[src/rtl/mem_arbiter.sv]
// mem_arbiter: two word-sized requesters share one AXI-Lite master port, one transaction at a time.
// Build option ARB_ROUND_ROBIN_EN: round-robin tie-break; otherwise requester 0 has fixed priority.
module mem_arbiter #(
    parameter logic [2:0] PROT = 3'b000
) (
    input  logic        clk,
    input  logic        rst,
    input  logic [1:0]  req_valid,
    input  logic [1:0]  req_we,
    input  logic [63:0] req_addr,
    input  logic [63:0] req_wdata,
    input  logic [7:0]  req_wstrb,
    output logic [1:0]  req_ready,
    output logic [1:0]  rsp_valid,
    output logic [31:0] rsp_rdata,
    output logic        rsp_err,
    output logic [31:0] axi_araddr,
    output logic        axi_arvalid,
    output logic [2:0]  axi_arprot,
    input  logic        axi_arready,
    input  logic [31:0] axi_rdata,
    input  logic [1:0]  axi_rresp,
    input  logic        axi_rvalid,
    output logic        axi_rready,
    output logic [31:0] axi_awaddr,
    output logic        axi_awvalid,
    output logic [2:0]  axi_awprot,
    input  logic        axi_awready,
    output logic [31:0] axi_wdata,
    output logic [3:0]  axi_wstrb,
    output logic        axi_wvalid,
    input  logic        axi_wready,
    input  logic [1:0]  axi_bresp,
    input  logic        axi_bvalid,
    output logic        axi_bready
);

    typedef enum logic [2:0] {
        IDLE   = 3'd0,
        RD_AR  = 3'd1,
        RD_R   = 3'd2,
        WR_AWW = 3'd3,
        WR_B   = 3'd4,
        RESP   = 3'd5
    } state_t;

    state_t      r_state;
    state_t      w_next;
    logic        r_gnt;
    logic        r_we;
    logic [31:0] r_addr;
    logic [31:0] r_wdata;
    logic [3:0]  r_wstrb;
    logic        r_aw_done;
    logic        r_w_done;
    logic [1:0]  r_resp;
    logic [31:0] r_rdata;

    logic        w_gnt;
    logic        w_accept;
    logic        w_sel_we;
    logic        w_aw_hs;
    logic        w_w_hs;
    logic        w_r_hs;
    logic        w_b_hs;

`ifdef ARB_ROUND_ROBIN_EN
    // r_last holds the requester granted most recently; reset value 1 lets requester 0 win the first tie.
    logic r_last;

    always_comb begin
        if (req_valid == 2'b11) begin
            w_gnt = ~r_last;
        end else begin
            w_gnt = ~req_valid[0];
        end
    end

    always_ff @(posedge clk or posedge rst) begin
        if (rst) begin
            r_last <= 1'b1;
        end else if (w_accept) begin
            r_last <= w_gnt;
        end
    end
`else
    assign w_gnt = ~req_valid[0];
`endif

    // rst gates the accept so req_ready stays low for the whole reset, not just after it settles.
    assign w_accept = (r_state == IDLE) && (|req_valid) && !rst;
    assign w_sel_we = w_gnt ? req_we[1] : req_we[0];

    assign w_aw_hs = (r_state == WR_AWW) && !r_aw_done && axi_awready;
    assign w_w_hs  = (r_state == WR_AWW) && !r_w_done && axi_wready;
    assign w_r_hs  = (r_state == RD_R) && axi_rvalid;
    assign w_b_hs  = (r_state == WR_B) && axi_bvalid;

    always_ff @(posedge clk or posedge rst) begin
        if (rst) begin
            r_state <= IDLE;
        end else begin
            r_state <= w_next;
        end
    end

    always_comb begin
        w_next      = r_state;
        req_ready   = 2'b00;
        axi_arvalid = 1'b0;
        axi_rready  = 1'b0;
        axi_awvalid = 1'b0;
        axi_wvalid  = 1'b0;
        axi_bready  = 1'b0;
        rsp_valid   = 2'b00;
        rsp_err     = 1'b0;
        unique case (r_state)
            IDLE: begin
                if (w_accept) begin
                    req_ready = w_gnt ? 2'b10 : 2'b01;
                    w_next    = w_sel_we ? WR_AWW : RD_AR;
                end
            end
            RD_AR: begin
                axi_arvalid = 1'b1;
                if (axi_arready) begin
                    w_next = RD_R;
                end
            end
            RD_R: begin
                axi_rready = 1'b1;
                if (axi_rvalid) begin
                    w_next = RESP;
                end
            end
            WR_AWW: begin
                axi_awvalid = !r_aw_done;
                axi_wvalid  = !r_w_done;
                if ((r_aw_done || w_aw_hs) && (r_w_done || w_w_hs)) begin
                    w_next = WR_B;
                end
            end
            WR_B: begin
                axi_bready = 1'b1;
                if (axi_bvalid) begin
                    w_next = RESP;
                end
            end
            RESP: begin
                rsp_valid = r_gnt ? 2'b10 : 2'b01;
                rsp_err   = |r_resp;
                w_next    = IDLE;
            end
            default: w_next = IDLE;
        endcase
    end

    always_ff @(posedge clk or posedge rst) begin
        if (rst) begin
            r_gnt     <= 1'b0;
            r_we      <= 1'b0;
            r_addr    <= 32'd0;
            r_wdata   <= 32'd0;
            r_wstrb   <= 4'd0;
            r_aw_done <= 1'b0;
            r_w_done  <= 1'b0;
            r_resp    <= 2'b00;
            r_rdata   <= 32'd0;
        end else begin
            if (w_accept) begin
                r_gnt     <= w_gnt;
                r_we      <= w_sel_we;
                r_addr    <= w_gnt ? req_addr[63:32] : req_addr[31:0];
                r_wdata   <= w_gnt ? req_wdata[63:32] : req_wdata[31:0];
                r_wstrb   <= w_gnt ? req_wstrb[7:4] : req_wstrb[3:0];
                r_aw_done <= 1'b0;
                r_w_done  <= 1'b0;
            end
            if (w_aw_hs) begin
                r_aw_done <= 1'b1;
            end
            if (w_w_hs) begin
                r_w_done <= 1'b1;
            end
            if (w_r_hs) begin
                r_rdata <= axi_rdata;
                r_resp  <= axi_rresp;
            end
            if (w_b_hs) begin
                r_resp <= axi_bresp;
            end
        end
    end

    assign axi_araddr = r_addr;
    assign axi_awaddr = r_addr;
    assign axi_wdata  = r_wdata;
    assign axi_wstrb  = r_wstrb;
    assign axi_arprot = PROT;
    assign axi_awprot = PROT;
    assign rsp_rdata  = r_rdata;

    logic w_unused;
    assign w_unused = r_we;

endmodule

[config.mk]
export PLATFORM = sky130hd
export DESIGN_NAME = mem_arbiter
export DESIGN_NICKNAME = d
export VERILOG_FILES = /design/src/rtl/mem_arbiter.sv
export SDC_FILE = /design/constraint.sdc
export NUM_CORES = 1
export LEC_CHECK = 0
export CAP_MARGIN = 15
export CORE_MARGIN = 2
export CORE_UTILIZATION = 25
export DETAILED_ROUTE_END_ITERATION = 6
export HOLD_SLACK_MARGIN = 0.15
export SLEW_MARGIN = 10
export SYNTH_ARGS = -nofsm -noshare
export SYNTH_HDL_FRONTEND = slang
export SYNTH_SLANG_ARGS = --single-unit
export TNS_END_PERCENT = 1
[constraint.sdc]
create_clock -name clk -period 5.3 [get_ports clk]
set_input_delay 1.06 -clock clk [delete_from_list [all_inputs] [get_ports clk]]
set_output_delay 1.06 -clock clk [all_outputs]
set_load 0.02 [all_outputs]
==> summary.txt <==
Outcome
  • Status: completed

STA
  • Setup-failing EPs final: 0
  • Slew headroom: 43.4%
  • RSZ-0062 raised after global routing: no
  • Fmax: ~240 MHz
  • Setup TNS Final: 0 ns
  • Tmin final: 4.18 ns
  • Final Cycle Share: 78.8%
  • Fin. Hold Viols: 0
  • Setup Skew: around 0.014 ns
  • Pins over their slew limit: 0
  • Worst Tran Pin Value: 0.848 ns

Clock tree
  • CTS tree: built
  • Post-CTS sizing: 0
  • Clk root buf: clkbuf_16
  • Clock Latency Late Sink: 0.35 ns
  • Clock slew at reported path FFs: approximately 0.080 ns
  • Clock Tree Buf Depth: 2
  • CTS sink count: 108
  • CTS Buf Count: 9
  • Htree depth: 3
  • Hold buffers post-CTS: 0
  • Post CTS Setup Buffer Count: 0

Worst hold path
  • Hold Path Depth: 1
  • Hold WC Path Type: flip-flop to flip-flop
  • Worst hold path startpoint: axi_wdata[9]
  • Hold path endpoint: axi_wdata[9]

Worst setup path
  • Reg2Reg Setup Slack: ~3.3 ns
  • CP max-delay cell: clkdlybuf4s50_1
  • Cell Chain, Critical Path: clkdlybuf4s50_1 > o21bai_2 > or4_1 > nor2_1 > clkdlybuf4s50_1
  • FF-to-FF path depth: 3
  • R2R Path End: axi_araddr[3]
  • Crit path kind: input port to primary output
  • Worst Path Arrival: 3.12 ns
  • WP data required: roughly 4.2 ns
  • Reg2reg start: r_state[0]
  • CP Launch Type: input port
  • Largest fanout on the critical path: 4
  • Critical Path Most Common Cell: clkdlybuf4s50_1
  • Slowest cell delay on critical path: ~0.65 ns
  • Crit. End Element: primary output

Global routing
  • Vias in the first global route: around 4.2k
  • Gr usage total: roughly 13%
  • First-pass GRT wire length: between 20000 and 25000 µm
  • Antenna violations before repair: 0
  • Grt ovf: 0
  • Largest net degree at the start of global routing: between 60 and 70

Synth
  • Flops & latches, synth: 108
  • Post-Syn Area per Cell: approximately 14 µm²
  • Area of the mapped netlist: about 0.0053 mm²
  • Mapped Cells: 385
  • Library cells used by synthesis: 31
  • Register area share after synthesis: around half
  • Yosys warns: 0
  • Synth Flop Type: dfrtp_1
  • Post-synthesis async set-or-reset flop share: 100%
  • Post-synth EDFFs: 0

Detailed routing
  • Starting DRT DRC Count: ~90
  • Drt wl/cell: about 16 µm
  • DRC viols: 0
  • Avg Vias per Cell: 4.28
  • First-pass DRT Iterations: 4
  • Via count: a little over 4k
  • Routed Antenna Nets: 0
  • Routed wire length: approximately 15000 µm

Power and ir drop
  • VDD IR-drop max: around 0.27 mV
  • PD cells: approximately 540 mW/mm²
  • Leak Pwr: approximately 3.5 nW

Flow run
  • Max Cap Viol: 0

Die
  • Die X: ~150 µm
  • IO Count: 331
  • Core area: 0.0210 mm²
  • DIE HEIGHT: ~150 µm
  • Die ar.: ~0.022 mm²
  • Starting density of the core: between 20% and 30%
  • Row Count: between 50 and 60

Cells and area
  • Layout cells sized above 1: around 26%
  • Non-Filler Instances: around 950
  • Final instance area: approximately 0.009 mm²
  • Most common library cell in the layout ignoring fill and taps: clkdlybuf4s50_1
  • Syn-to-layout area delta: 66.5%
  • Ant. Diodes: 0
  • Most frequent cells in the layout: clkdlybuf4s50_1, mux2_2, dfrtp_1
  • Final net count: about 850

Placed design
  • DP Cell Count: around 940
  • Dpl cell area: between 0.008 and 0.009 mm²
  • Post-DP HPWL: 12000 µm
  • IO Port Bufs: ~320
  • Gp weighted congestion: roughly 0.75
## critical path, delay by kind of cell
family | cells | cell delay [ns]
AOI/OAI and AO/OA | 1 | 0.27
and+or+nand+nor | 2 | 0.67
buffers and inverters | 2 | 1.11
## report_power, final
| group | total (mW) | internal (mW) | leakage (nW) | switching, mW |
|---|---|---|---|---|
| sequential | 1.53 | 1.25 | 1.29 | 0.289 |
| combinational | 2.63 | 1.42 | 2.10 | 1.21 |
| clock | 0.664 | 0.351 | 0.144 | 0.313 |
| total | 4.83 | 3.02 | 3.53 | 1.81 |
## stage by stage
| step | worst slack [ns] | hold slack [ns] | power, mW | util (%) |
|---|---|---|---|---|
| 2_1_floorplan | 0.395 | 0.497 | 2.99 | - |
| 3_3_place_gp | 1.12 | 0.467 | 4.17 | 40.9 |
| 3_5_place_dp | 1.13 | 0.475 | 4.22 | 40.9 |
| 4_1_cts | 1.11 | 0.493 | 4.91 | 42.3 |
| 5_1_grt | 1.04 | 0.510 | 5.10 | 42.3 |
| 6_report | 1.12 | 0.487 | 4.83 | 42.3 |
## registers in the layout, indices dropped and copies added (netlist names)
register,cells
axi_wstrb,4
rsp_rdata,32
axi_wdata,32
r_resp,2
r_aw_done,1
r_w_done,1
r_state,3
r_gnt,1
axi_araddr,32
## worst max-delay path by stage
stage	from	end	slack, ns	cells after the start
after detailed placement	rst	req_ready[1]	1.13	5
after floorplan	rst	req_ready[0]	0.40	2
after CTS	rst	req_ready[1]	1.11	5
after global placement	rst	req_ready[1]	1.12	5
final	rst	req_ready[1]	1.12	5
after global routing	rst	req_ready[1]	1.04	5
## cell usage after synthesis (3+ instances only)
library cell	number	area, µm²
nor3_1	4	20.0
buf_2	6	30.0
mux2_2	146	1640
clkbuf_1	8	30.0
buf_6	3	33.8
nor2_1	9	33.8
dfrtp_1	108	2700
inv_1	7	26.3
buf_4	43	323
mux2_1	23	259
## cell families (layout without fill, tap and decap cells)
family	count (synthesis)	in the layout	synth area share, %
other	1	6	0.0704
flip-flops	108	108	50.7
AO/OA/AOI/OAI	14	14	2.09
AND/OR/NAND/NOR	24	24	2.68
buffers and inverters	67	353	8.32
multiplexers	171	171	36.1
## area by class of cell
class                   instances  area, µm²
clock buffers                  11        253
well taps                     275        344
multi-input cells             215       2210
clock inverters                 5       41.3
flip-flops and latches        108       2700
fillers                      1998      12100
inverters                       7       28.8
repair buffers                330       3290
## routing by layer
metal,track usage [%],wire (µm)
met5,0,0
met2,23.1,7700
met4,4.95,285
met3,5.27,1730
met1,13.7,5630
Note: power is estimated with default switching activity, not from simulation.
